===== config.mk =====
export PLATFORM = sky130hd
export DESIGN_NAME = vote_collector_flat
export DESIGN_NICKNAME = d
export VERILOG_FILES = /design/src/rtl/vote_collector_if.sv /design/src/rtl/vote_collector.sv /design/src/flat_wrapper.sv
export SDC_FILE = /design/constraint.sdc
export NUM_CORES = 1
export LEC_CHECK = 0
export CORE_MARGIN = 10
export CORE_UTILIZATION = 46
export CTS_BUF_LIST = sky130_fd_sc_hd__clkbuf_2
export DETAILED_ROUTE_END_ITERATION = 10
export GPL_ROUTABILITY_DRIVEN = 0
export GPL_TIMING_DRIVEN = 1
export PLACE_DENSITY = 0.88
export SYNTH_ARGS = -nofsm -noshare
export SYNTH_HDL_FRONTEND = slang
export SYNTH_SLANG_ARGS = --single-unit
export TNS_END_PERCENT = 5

===== constraint.sdc =====
create_clock -name clk -period 1.9 [get_ports clk]
set_input_delay 0.475 -clock clk [delete_from_list [all_inputs] [get_ports clk]]
set_output_delay 0.475 -clock clk [all_outputs]
set_load 0.005 [all_outputs]

===== src/rtl/vote_collector_if.sv =====
// Ballot stream handshake between an upstream ballot source and the vote collector.
// The master presents a ballot with ballot_valid; the slave accepts it while ballot_ready is high.
interface vote_collector_if;
    logic       ballot_valid;
    logic       ballot_ready;
    logic [1:0] ballot_cand;
    logic       ballot_judge;
    logic [1:0] ballot_judge_id;

    modport master (
        output ballot_valid,
        output ballot_cand,
        output ballot_judge,
        output ballot_judge_id,
        input  ballot_ready
    );

    modport slave (
        input  ballot_valid,
        input  ballot_cand,
        input  ballot_judge,
        input  ballot_judge_id,
        output ballot_ready
    );
endinterface


===== src/rtl/vote_collector.sv =====
// Vote collector: counts public ballots per candidate and records each judge's pick
// for the downstream result block, which reads the outputs once paraoif is asserted.
module vote_collector #(
    parameter int CNT_W = 6
) (
    input  logic             clk,
    input  logic             rst_n,
    input  logic             open_i,
    input  logic             close_i,
    vote_collector_if.slave  bus,
    output logic [CNT_W-1:0] VA,
    output logic [CNT_W-1:0] VB,
    output logic [CNT_W-1:0] VC,
    output logic [CNT_W-1:0] VD,
    output logic [1:0]       J1,
    output logic [1:0]       J2,
    output logic [1:0]       J3,
    output logic [1:0]       J4,
    output logic [3:0]       judges_cast,
    output logic             paraoif,
    output logic             rejected,
    output logic             overflow
);

    typedef enum logic [1:0] {
        ST_IDLE   = 2'd0,
        ST_OPEN   = 2'd1,
        ST_CLOSED = 2'd2
    } state_t;

    localparam logic [CNT_W-1:0] CNT_MAX = {CNT_W{1'b1}};
    localparam logic [CNT_W-1:0] CNT_ONE = {{(CNT_W-1){1'b0}}, 1'b1};

    state_t           state_r;
    state_t           state_next_s;
    logic             ready_s;
    logic             accept_s;
    logic             enter_open_s;
    logic [CNT_W-1:0] tally_r [4];
    logic [1:0]       pick_r [4];
    logic [3:0]       cast_r;
    logic             paraoif_r;
    logic             rejected_r;
    logic             overflow_r;

    // A tally at its ceiling can take no further vote.
    function automatic logic tally_full(input logic [CNT_W-1:0] value);
        tally_full = (value == CNT_MAX);
    endfunction

    // Election phase register.
    always_ff @(posedge clk or negedge rst_n) begin
        if (!rst_n) begin
            state_r <= ST_IDLE;
        end else begin
            state_r <= state_next_s;
        end
    end

    // Phase transitions; open wins over close while not open.
    always_comb begin
        state_next_s = state_r;
        case (state_r)
            ST_IDLE: begin
                if (open_i) state_next_s = ST_OPEN;
                else        state_next_s = ST_IDLE;
            end
            ST_OPEN: begin
                if (close_i) state_next_s = ST_CLOSED;
                else         state_next_s = ST_OPEN;
            end
            ST_CLOSED: begin
                if (open_i) state_next_s = ST_OPEN;
                else        state_next_s = ST_CLOSED;
            end
            default: state_next_s = ST_IDLE;
        endcase
    end

    // Handshake decode and the restart strobe that wipes the previous election.
    always_comb begin
        ready_s      = 1'b0;
        accept_s     = 1'b0;
        enter_open_s = 1'b0;
        if (state_r == ST_OPEN) begin
            ready_s  = 1'b1;
            accept_s = bus.ballot_valid;
        end else begin
            enter_open_s = (state_next_s == ST_OPEN);
        end
    end

    assign bus.ballot_ready = ready_s;

    // Tallies, judge picks, duplicate-judge pulse and sticky saturation flag.
    always_ff @(posedge clk or negedge rst_n) begin
        if (!rst_n) begin
            for (int i = 0; i < 4; i++) begin
                tally_r[i] <= '0;
                pick_r[i]  <= 2'b00;
            end
            cast_r     <= 4'b0000;
            rejected_r <= 1'b0;
            overflow_r <= 1'b0;
        end else if (enter_open_s) begin
            for (int i = 0; i < 4; i++) begin
                tally_r[i] <= '0;
                pick_r[i]  <= 2'b00;
            end
            cast_r     <= 4'b0000;
            rejected_r <= 1'b0;
            overflow_r <= 1'b0;
        end else begin
            rejected_r <= 1'b0;
            if (accept_s) begin
                if (bus.ballot_judge) begin
                    if (cast_r[bus.ballot_judge_id]) begin
                        rejected_r <= 1'b1;
                    end else begin
                        pick_r[bus.ballot_judge_id] <= bus.ballot_cand;
                        cast_r[bus.ballot_judge_id] <= 1'b1;
                    end
                end else if (tally_full(tally_r[bus.ballot_cand])) begin
                    overflow_r <= 1'b1;
                end else begin
                    tally_r[bus.ballot_cand] <= tally_r[bus.ballot_cand] + CNT_ONE;
                end
            end
        end
    end

    // Closed indication tracks the phase register exactly.
    always_ff @(posedge clk or negedge rst_n) begin
        if (!rst_n) begin
            paraoif_r <= 1'b0;
        end else begin
            paraoif_r <= (state_next_s == ST_CLOSED);
        end
    end

    assign VA          = tally_r[0];
    assign VB          = tally_r[1];
    assign VC          = tally_r[2];
    assign VD          = tally_r[3];
    assign J1          = pick_r[0];
    assign J2          = pick_r[1];
    assign J3          = pick_r[2];
    assign J4          = pick_r[3];
    assign judges_cast = cast_r;
    assign paraoif     = paraoif_r;
    assign rejected    = rejected_r;
    assign overflow    = overflow_r;

endmodule


===== src/flat_wrapper.sv =====
// flat-port wrapper written by rule: the top's interface ports become plain ports
module vote_collector_flat 
#(
    parameter int CNT_W = 6
)
  (clk, rst_n, open_i, close_i, VA, VB, VC, VD, J1, J2, J3, J4, judges_cast, paraoif, rejected, overflow, bus_ballot_valid, bus_ballot_cand, bus_ballot_judge, bus_ballot_judge_id, bus_ballot_ready);
  vote_collector_if bus_i ();
  input  logic clk;
  input  logic rst_n;
  input  logic open_i;
  input  logic close_i;
  output logic [CNT_W-1:0] VA;
  output logic [CNT_W-1:0] VB;
  output logic [CNT_W-1:0] VC;
  output logic [CNT_W-1:0] VD;
  output logic [1:0] J1;
  output logic [1:0] J2;
  output logic [1:0] J3;
  output logic [1:0] J4;
  output logic [3:0] judges_cast;
  output logic paraoif;
  output logic rejected;
  output logic overflow;
  input wire logic [$bits(bus_i.ballot_valid)-1:0] bus_ballot_valid;
  input wire logic [$bits(bus_i.ballot_cand)-1:0] bus_ballot_cand;
  input wire logic [$bits(bus_i.ballot_judge)-1:0] bus_ballot_judge;
  input wire logic [$bits(bus_i.ballot_judge_id)-1:0] bus_ballot_judge_id;
  output wire logic [$bits(bus_i.ballot_ready)-1:0] bus_ballot_ready;
  assign bus_i.ballot_valid = bus_ballot_valid;
  assign bus_i.ballot_cand = bus_ballot_cand;
  assign bus_i.ballot_judge = bus_ballot_judge;
  assign bus_i.ballot_judge_id = bus_ballot_judge_id;
  assign bus_ballot_ready = bus_i.ballot_ready;
  vote_collector #(.CNT_W(CNT_W)) u_core (.clk(clk), .rst_n(rst_n), .open_i(open_i), .close_i(close_i), .bus(bus_i), .VA(VA), .VB(VB), .VC(VC), .VD(VD), .J1(J1), .J2(J2), .J3(J3), .J4(J4), .judges_cast(judges_cast), .paraoif(paraoif), .rejected(rejected), .overflow(overflow));
endmodule

# Yosys cells after proc, flatten, opt, wreduce, memory -nomap -nowiden
# Cells that the tools add are included.
[totals] input_bits=10 output_inout_bits=40 regBits=41 word_cells=81
[op_classes] eq_ne=8 mux=40 reduce_logical=10 addsub=1 order_cmp=6 bitwise_logic=3
[ops] op="$mux 24" count=4
[ops] op="$mux 8" count=4
[ops] op="$bwmux 24" count=1
[ops] op="$mux 6" count=3
[ops] op="$mux 4" count=4
[ops] op="$mux 1" count=14
[ops] op="$bmux 6 s2" count=1
[ops] op="$demux 6 s2" count=1
[ops] op="$reduce_and 3->1" count=3
[ops] op="$bwmux 8" count=1
[ops] op="$add 6x1->6 const B" count=1
[ops] op="$eq 6x6->1 const B" count=1
[ops] op="$ge 3x3->1 const B" count=2
[ops] op="$lt 3x1->1 const B" count=2
[ops] op="$mux 2" count=3
[ops] op="$ne 2x1->1 const B" count=3
[ops] op="$not 2->3" count=2
[ops] op="$pmux 2 s3" count=1
[ops] op="$reduce_bool 2->1" count=3
[ops] op="$demux 2 s2" count=1
[ops] op="$eq 2x1->1 const B" count=2
[ops] op="$eq 2x2->1 const B" count=2
[ops] op="$or 4x4->4" count=1
[ops] op="$logic_and 1x1->1" count=3
[ops] op="5 further kinds" count=5

# Longest topological paths before layout
# Gate-level depths: netlist of run 1.
[logic_depth] depth_word=10 depth_mapped=8 depth_no_buf=7

# Worst setup path before layout of run 1
# OpenSTA, ideal clock, no wires.
[synth_path] path_kind="in2reg" startpoint="in bus_ballot_cand[0]" endpoint="reg u_core.tally_r (netlist bit u_core.VD[1])" t_arrival_ns=2.157 setup_ns=0.132 path_buffers=1 slack_ns=-0.389 cell_stages=8 required_ns=1.768 cell_sequence="buf_6 -> mux4_1 -> ha_1 -> nand2_1 -> o22ai_2 -> a21oi_4 -> mux2i_1 -> nor2_1"
[synth_between] elab_chain_cells=10 elab_cells_between_ends=18 cone_classes="1 x add/sub; 2 x order compare; 2 x eq/ne; 10 x mux; 1 x bitwise; 2 x reduce/logical"
[synth_rtl] item="start: declaration" line="flat_wrapper.sv:25" text="input wire logic [$bits(bus_i.ballot_cand)-1:0] bus_ballot_cand;"
[synth_rtl] item="$not 2->3 (not written as such) (*)" line="vote_collector.sv:123, vote_collector.sv:126"
[synth_rtl] item="$bmux 6 s2, or another cell as far along" line="vote_collector.sv:123, vote_collector.sv:126"
[synth_rtl] item="$mux 6 (not written as such) / $logic_and 1x1->1 (equally long branches)" line="vote_collector.sv:123, vote_collector.sv:126"
[synth_rtl] item="$mux 6 (on tied branches)" line="vote_collector.sv:123, vote_collector.sv:126"
[synth_rtl] item="$add 6x1->6 / $demux 6 s2 (equally long branches)" line="vote_collector.sv:126" text="tally_r[bus.ballot_cand] <= tally_r[bus.ballot_cand] + CNT_ONE;"
[synth_rtl] item="$bwmux 24" line="vote_collector.sv:126"
[synth_rtl] item="$mux 24" line="vote_collector.sv:123" text="end else if (tally_full(tally_r[bus.ballot_cand])) begin"
[synth_rtl] item="$mux 24" line="vote_collector.sv:116" text="if (bus.ballot_judge) begin"
[synth_rtl] item="$mux 24" line="vote_collector.sv:115" text="if (accept_s) begin"
[synth_rtl] item="$mux 24" line="vote_collector.sv:105" text="end else if (enter_open_s) begin"
[synth_rtl] item="end signal: indexed assignment" line="vote_collector.sv:126"
[synth_rtl] item="end: declaration" line="vote_collector.sv:39" text="logic [CNT_W-1:0] tally_r [4];"
# Every way passes the cells marked *; elsewhere a longest branch is shown, timed or not. The select of a mux whose other input is x is not followed.
# A chain may end at the register's enable or synchronous reset.

# Final worst setup path of run 1
[layout_path] startpoint="reg u_core.tally_r (netlist bit u_core.VC[0])" endpoint="reg u_core.tally_r (netlist bit u_core.VD[4])"
[layout_between] elab_chain_cells=9 elab_cells_between_ends=12 cone_classes="1 x add/sub; 2 x eq/ne; 8 x mux; 1 x reduce/logical"
[layout_rtl] item="$bmux 6 s2 (*)" line="vote_collector.sv:123, vote_collector.sv:126"
[layout_rtl] item="$mux 6 (not written as such) (*) (2 in series)" line="vote_collector.sv:123, vote_collector.sv:126"
[layout_rtl] item="$add 6x1->6" line="vote_collector.sv:126"
[layout_rtl] item="$bwmux 24" line="vote_collector.sv:126"
[layout_rtl] item="$mux 24" line="vote_collector.sv:123"
[layout_rtl] item="$mux 24" line="vote_collector.sv:116"
[layout_rtl] item="$mux 24" line="vote_collector.sv:115"
[layout_rtl] item="$mux 24" line="vote_collector.sv:105"
# Marked as above.

==> results of run 1 <==
==> cell usage after synthesis (all sizes together) <==
| master | n |
|---|---|
| dfrtp | 41 |
| nor2 | 24 |
| mux2i | 23 |
| nand2 | 18 |
| a21oi | 10 |
| clkbuf | 7 |
| nand3 | 7 |
| mux4 | 6 |
| o21ai | 5 |
| nor2b | 4 |
| xor2 | 4 |
| a32o | 3 |
| and2 | 3 |
| buf | 3 |
| inv | 3 |
| xnor2 | 3 |
| a22o | 2 |
| and3 | 2 |
| nand2b | 2 |
| a21o | 1 |
| a31o | 1 |
| a31oi | 1 |
| ha | 1 |
| nand4 | 1 |
| nor4 | 1 |
| nor4b | 1 |
| nor4bb | 1 |
| o22ai | 1 |
==> stage by stage <==
step | TNS [ns] | utilization [%]
6_report | -1.463 | 70.08
5_1_grt | -3.115 | 70.08
4_1_cts | -1.339 | 69.16
3_5_place_dp | -20.91 | 66.49
3_3_place_gp | -19.39 | 66.49
2_1_floorplan | -3.703 | -
==> sequential cells by signal (all words and copies together) (netlist names) <==
signal / flops
u_core.VA: 6
u_core.VB: 6
u_core.VC: 6
u_core.VD: 6
u_core.judges_cast: 4
u_core.J1: 2
u_core.J2: 2
u_core.J3: 2
u_core.J4: 2
u_core.state_r: 2
u_core.overflow: 1
u_core.paraoif: 1
u_core.rejected: 1
==> cells by family after synthesis <==
logic type      Yosys count
compound gates           24
fa+ha+maj                 1
mux                      29
xor+xnor                  7
flops                    41
simple gates             64
buf+inv                  13
==> critical path, delay by kind of cell, from the launching register on <==
| kind | cells | cell delay, ns |
|---|---|---|
| and+or+nand+nor | 1 | 0.07 |
| AOI/OAI and AO/OA | 2 | 0.41 |
| buffers and inverters | 1 | 0.15 |
| DFF | 1 | 0.44 |
| adders and majority gates | 1 | 0.21 |
| muxes | 2 | 0.68 |
==> layer usage <==
metal | vias up | GRT usage (%)
li1 | 813 | -
met1 | 876 | 18.05
met2 | 37 | 28.52
met3 | 8 | 4.784
met4 | 0 | 5.891
met5 | - | 0
==> repair_timing <==
action                     CTS  global route
buffers inserted             6             1
resized for setup           19            11
hold endpoints to repair     0             0
pin swaps                    8             6
setup endpoints to repair   34            33
gates cloned                 0             0
==> cell type report <==
cell class	instances	area (um^2)	area share, %
Sequential cell	41	1026	33.86
Clock buffer	6	30.03	0.9909
Clock inverter	2	33.78	1.115
Multi-Input combinational cell	125	994.7	32.82
Inverter	3	11.26	0.3716
Tap cell	52	65.06	2.147
Timing Repair Buffer	95	869.6	28.70
==> worst paths after layout <==
check                                 from               to  slack, ns  depth (start not counted)
setup / recovery              u_core.VC[0]     u_core.VD[4]      -0.14                          7
hold / removal                       rst_n     u_core.VD[3]     -0.004                          1
setup reg to reg              u_core.VC[0]     u_core.VD[4]      -0.14                          7
hold reg to reg            u_core.overflow  u_core.overflow       0.56                          2
max in group asynchronous            rst_n     u_core.J4[0]       1.43                          2
min in group clk           u_core.overflow  u_core.overflow       0.56                          2
==> power breakdown <==
group	internal, mW	leakage, nW	switching [mW]
Sequential	0.915	0.566	0.0304
Combinational	0.214	0.958	0.186
Clock	0.224	0.0406	0.282
Total	1.35	1.57	0.498
==> impl_metrics.csv, run 1 <==
group,metric,value,unit
die,die_w,86.51,um
critical_path,slowest_delay,0.52,ns
die,boundaryPins,50,
cts,clockRootBuffer,"clkbuf_2",
grt,grt.overflow.total,0,
detailed_routing,routed-wl-met3,320,um
detailed_routing,initialDrtViolationCount,154,
detailed_routing,wl_met1,2375,um
detailed_routing,routed-via-count,1734,
worst_hold_path,hp-class,"in -> async",
die,dieHeight,86.51,um
yosys,ys_ff_latch,41,
detailed_routing,drt_pass1_iterations,4,
placed_design,place_area,2875,um^2
yosys,avgSynthCellArea,11.37,um^2
sta,finalCritPeriodShare,107.2,%
yosys,synth_top_cells_by_area,"dfrtp_1 (50%), mux2i_1 (11%), mux4_2 (5.5%)",
sta,worst_slew_pin_slew,0.5089,ns
cells_and_area,layout_commonest_cell,"buf_4",
detailed_routing,route.met2.wl,2996,um
yosys,yosys_warnings,0,
critical_path,end_kind,"flip-flop",
power_and_ir_drop,p_leak,1.565,nW
placed_design,place_ws,-0.9124,ns
cts,holdBufCountCts,0,
sta,finalSetupViolCount,20,
placed_design,dp_hpwl,4324,um
critical_path,critPathKind,"reg -> reg",
sta,hold_viol,2,
detailed_routing,maxUsedRoutingLayer,"met4",
cts,clkTransAtPathRegs,0.21,ns
status,outcome,"finished, violations left",
cells_and_area,drive_gt1_share,27.57,%
cells_and_area,fill_cells,306,
cells_and_area,synthToLayoutAreaGrowth,48.95,%
yosys,ys_seq_area_share,50.43,%
cells_and_area,n_antenna_cell,0,
sta,rsz0062_at_grt,"yes",
cts,cts_tree,"built",
yosys,synthSimpleGateAreaFrac,14.64,%
cells_and_area,final_cell_area,3030,um^2
cts,clockBufferDepth,2,
power_and_ir_drop,p_total,1.851,mW
yosys,synth_top_cell_area_share,50.43,%
power_and_ir_drop,power_density,610.7,nW/um^2
cells_and_area,final_cell_mix,"buf_4 (43), dfrtp_1 (41), clkdlybuf4s50_1 (29)",
grt,grt_max_degree,23,
detailed_routing,routed_wl,5797,um
job,cap_violations,0,
placed_design,portBuffers,49,
die,rows,24,
yosys,syn_inst,179,
grt,grt_usage,16.22,%
critical_path,worstPathCellList,"mux4_2 -> ha_4 -> nand2b_4 -> o22ai_4 -> a21oi_4 -> buf_12 -> mux2i_1",
yosys,synth_xor_area_share,3.014,%
placed_design,dpl.cell_count,309,
critical_path,worstPathArrival,2.37,ns
grt,grt_pass1_vias,1906,
die,core,4324,um^2
grt,antenna_found_initial,0,
status,failed_checks,"negative hold slack, negative setup slack",
yosys,synth_top_family_by_area,"multiplexers",
detailed_routing,wl_per_cell,17.89,um
yosys,synth_compound_area_share,9.963,%
yosys,synth_top_cell_by_area,"dfrtp_1",
sta,slew_viol_final,0,
critical_path,required,2.24,ns
cts,h-tree-depth,2,
critical_path,cpMaxStageDelayCell,"mux4_2",
sta,slew_headroom,66.07,%
detailed_routing,drtAntennaViolNets,0,
detailed_routing,viasPerCell,5.352,
sta,fmax,491.1,MHz
yosys,yosysUniqueCellTypes,32,
critical_path,worst_setup_path_start_kind,"flip-flop",
detailed_routing,post-route-drc-count,0,
critical_path,worst-path-max-fanout,6,
yosys,synthMuxAreaShare,18.14,%
cells_and_area,stdcell_count,324,
cts,numClockSinks,41,
die,fp.dieArea,7483,um^2
sta,whs,-0.004310,ns
sta,fin_crit,2.036,ns
cts,clock_latency,0.41,ns
cts,cts-buffers-inserted,5,
sta,fin_ws,-0.1364,ns
yosys,synthAdderAreaFrac,0.6150,%
die,initial_core_util,47.05,%
yosys,synth_nets,190,
power_and_ir_drop,peakVddDrop,0.3280,mV
sta,fin_skew,0.01995,ns
yosys,netlist_area,2034,um^2
grt,grt_pass1_wl,9584,um
cells_and_area,finalNetCount,282,
No activity file was read; power rests on OpenSTA's default activity.
==> inputs of run 2 (changes only) <==
--- a/config.mk
+++ b/config.mk
@@ -5,7 +5,6 @@
 export SDC_FILE = /design/constraint.sdc
 export NUM_CORES = 1
 export LEC_CHECK = 0
-export CORE_MARGIN = 10
 export CORE_UTILIZATION = 46
 export CTS_BUF_LIST = sky130_fd_sc_hd__clkbuf_2
 export DETAILED_ROUTE_END_ITERATION = 10
==> run 2 against run 1 <==
The flow finishes with violations (negative setup slack). Non-clock buffer count up 2. Critical path depth increased by 1. Wire length decreased by 6.4%. Global-route usage grew 8.1 points. First-iteration DRC count increased by 14%. Cell count shrank 0.31%. Flip-flop and latch count is the same. Critical endpoint is now u_core.VB[1].
==> impl_metrics.csv, run 2 (synthesis gave the netlist of run 1 again) <==
group,metric,value,unit
status,outcome,"finished, violations left",
status,failed_checks,"negative setup slack",
cts,cts_tree,"built",
sta,finalSetupTns,-1.668,ns
critical_path,critPathKind,"reg -> reg",
sta,slew_viol_final,0,
power_and_ir_drop,power_density,608.3,nW/um^2
detailed_routing,viasPerCell,5.489,
detailed_routing,drtAntennaViolNets,0,
sta,rsz0062_at_grt,"yes",
detailed_routing,wl_per_cell,16.80,um
grt,grt_pass1_vias,1716,
critical_path,worst_setup_path_start_kind,"flip-flop",
sta,fmax,482.7,MHz
cts,clockBufferDepth,2,
die,core,4115,um^2
sta,hold_viol,0,
cts,numClockSinks,41,
job,cap_violations,0,
grt,grt_usage,24.33,%
die,rows,23,
critical_path,worst-path-max-fanout,6,
grt,grt_pass1_wl,8217,um
grt,grt_max_degree,42,
cells_and_area,finalNetCount,284,
critical_path,cpMaxStageDelayCell,"mux4_2",
cts,h-tree-depth,2,
grt,grt.overflow.total,0,
detailed_routing,routed_wl,5425,um
critical_path,end_kind,"flip-flop",
power_and_ir_drop,p_leak,1.576,nW
grt,gr-max-usage-layer,"met2",
cells_and_area,drive_gt1_share,27.47,%
cts,cts-buffers-inserted,5,
sta,fin_skew,0.02853,ns
die,dieHeight,68.51,um
critical_path,required,2.22,ns
die,die_w,68.51,um
grt,grt_use_met3,5.592,%
sta,finalSetupViolCount,22,
grt,met1_usage,33.16,%
sta,fin_ws,-0.1717,ns
cells_and_area,fill_cells,266,
detailed_routing,initialDrtViolationCount,176,
critical_path,r2r_setup_slack,-0.17,ns
critical_path,worstPathCellList,"mux4_2 -> ha_4 -> nand2_2 -> o22ai_4 -> buf_6 -> a21oi_4 -> nor2_2 -> a21o_1",
sta,fin_crit,2.072,ns
critical_path,r2r_end,"u_core.VB[1]",
cells_and_area,fin_util,73.70,%
detailed_routing,drt_pass1_iterations,4,
power_and_ir_drop,peakVddDrop,0.4154,mV
sta,whs,0.5130,ns
die,initial_core_util,49.44,%
cts,clockRootBuffer,"clkbuf_2",
critical_path,r2r_start,"u_core.VB[0]",
placed_design,place_ws,-0.9052,ns
detailed_routing,post-route-drc-count,0,
sta,finalCritPeriodShare,109.0,%
cells_and_area,layout_commonest_cell,"buf_4",
cells_and_area,synthToLayoutAreaGrowth,49.08,%
cells_and_area,n_antenna_cell,0,
cells_and_area,final_cell_mix,"buf_4 (44), dfrtp_1 (41), clkdlybuf4s50_1 (33)",
placed_design,portBuffers,49,
critical_path,reg2reg_depth,8,
cts,clock_latency,0.42,ns
cells_and_area,stdcell_count,323,
detailed_routing,routed-via-count,1773,
sta,slew_headroom,74.46,%
critical_path,slowest_delay,0.50,ns
placed_design,dp_hpwl,3781,um
grt,gr-usage-met2,37.01,%
die,boundaryPins,50,
sta,worst_slew_pin_slew,0.3830,ns
die,fp.dieArea,4693,um^2
cts,clkTransAtPathRegs,0.22,ns
worst_hold_path,hp-class,"in -> async",
critical_path,worstPathArrival,2.39,ns
grt,antenna_found_initial,0,
placed_design,dpl.cell_count,307,
run 2: routing by layer:
metal / routed length, um / vias up
met1: 2376 / 871
met4: 116 / 0
met3: 350 / 11
met2: 2582 / 74
met5: 0 / -
li1: - / 817
run 2: what timing repair did:
action | in CTS | in global routing
pin swaps | 6 | 4
hold buffers | 1 | 0
gates resized for setup | 10 | 14
setup endpoints to repair | 27 | 34
buffers inserted | 4 | 4
endpoints found under the hold margin | 12 | 0
run 2: report_power, final:
| group | internal [mW] | total [mW] | switching [mW] |
|---|---|---|---|
| clock | 0.213 | 0.498 | 0.284 |
| combinational | 0.218 | 0.404 | 0.187 |
| sequential | 0.915 | 0.943 | 0.0279 |
run 2: how the worst max path moves through the flow:
stage / from / to / slack, ns
final: u_core.VB[0] / u_core.VB[1] / -0.17
after global routing: u_core.VD[0] / u_core.VB[1] / -0.24
after CTS: u_core.VB[0] / u_core.VB[1] / -0.16
after detailed placement: bus_ballot_cand[0] / u_core.VD[3] / -0.91
after global placement: bus_ballot_cand[0] / u_core.VD[3] / -0.84
after floorplan: bus_ballot_cand[0] / u_core.VD[1] / -0.26
run 2: critical path: cells and delay by family, from the launching register on:
| family | cells | cell delay [ns] |
|---|---|---|
| AOI/OAI and AO/OA | 3 | 0.54 |
| buffers and inverters | 1 | 0.15 |
| DFF | 1 | 0.44 |
| and+or+nand+nor | 2 | 0.14 |
| muxes | 1 | 0.50 |
| adders and majority gates | 1 | 0.20 |
run 2: stage by stage:
| step | area (um^2) | power, mW |
|---|---|---|
| 4_1_cts | 2975 | 1.841 |
| 5_1_grt | 3033 | 1.925 |
| 3_5_place_dp | 2873 | 1.338 |
| 2_1_floorplan | 2071 | 1.113 |
| 6_report | 3033 | 1.845 |
| 3_3_place_gp | 2873 | 1.329 |
run 2: cell type report:
| type | instances | area (um^2) | area share, % |
|---|---|---|---|
| Clock buffer | 5 | 25.02 | 0.8251 |
| Clock inverter | 2 | 35.03 | 1.155 |
| Inverter | 3 | 11.26 | 0.3713 |
| Multi-Input combinational cell | 125 | 978.4 | 32.26 |
| Sequential cell | 41 | 1026 | 33.83 |
| Tap cell | 50 | 62.56 | 2.063 |
| Timing Repair Buffer | 97 | 894.6 | 29.50 |
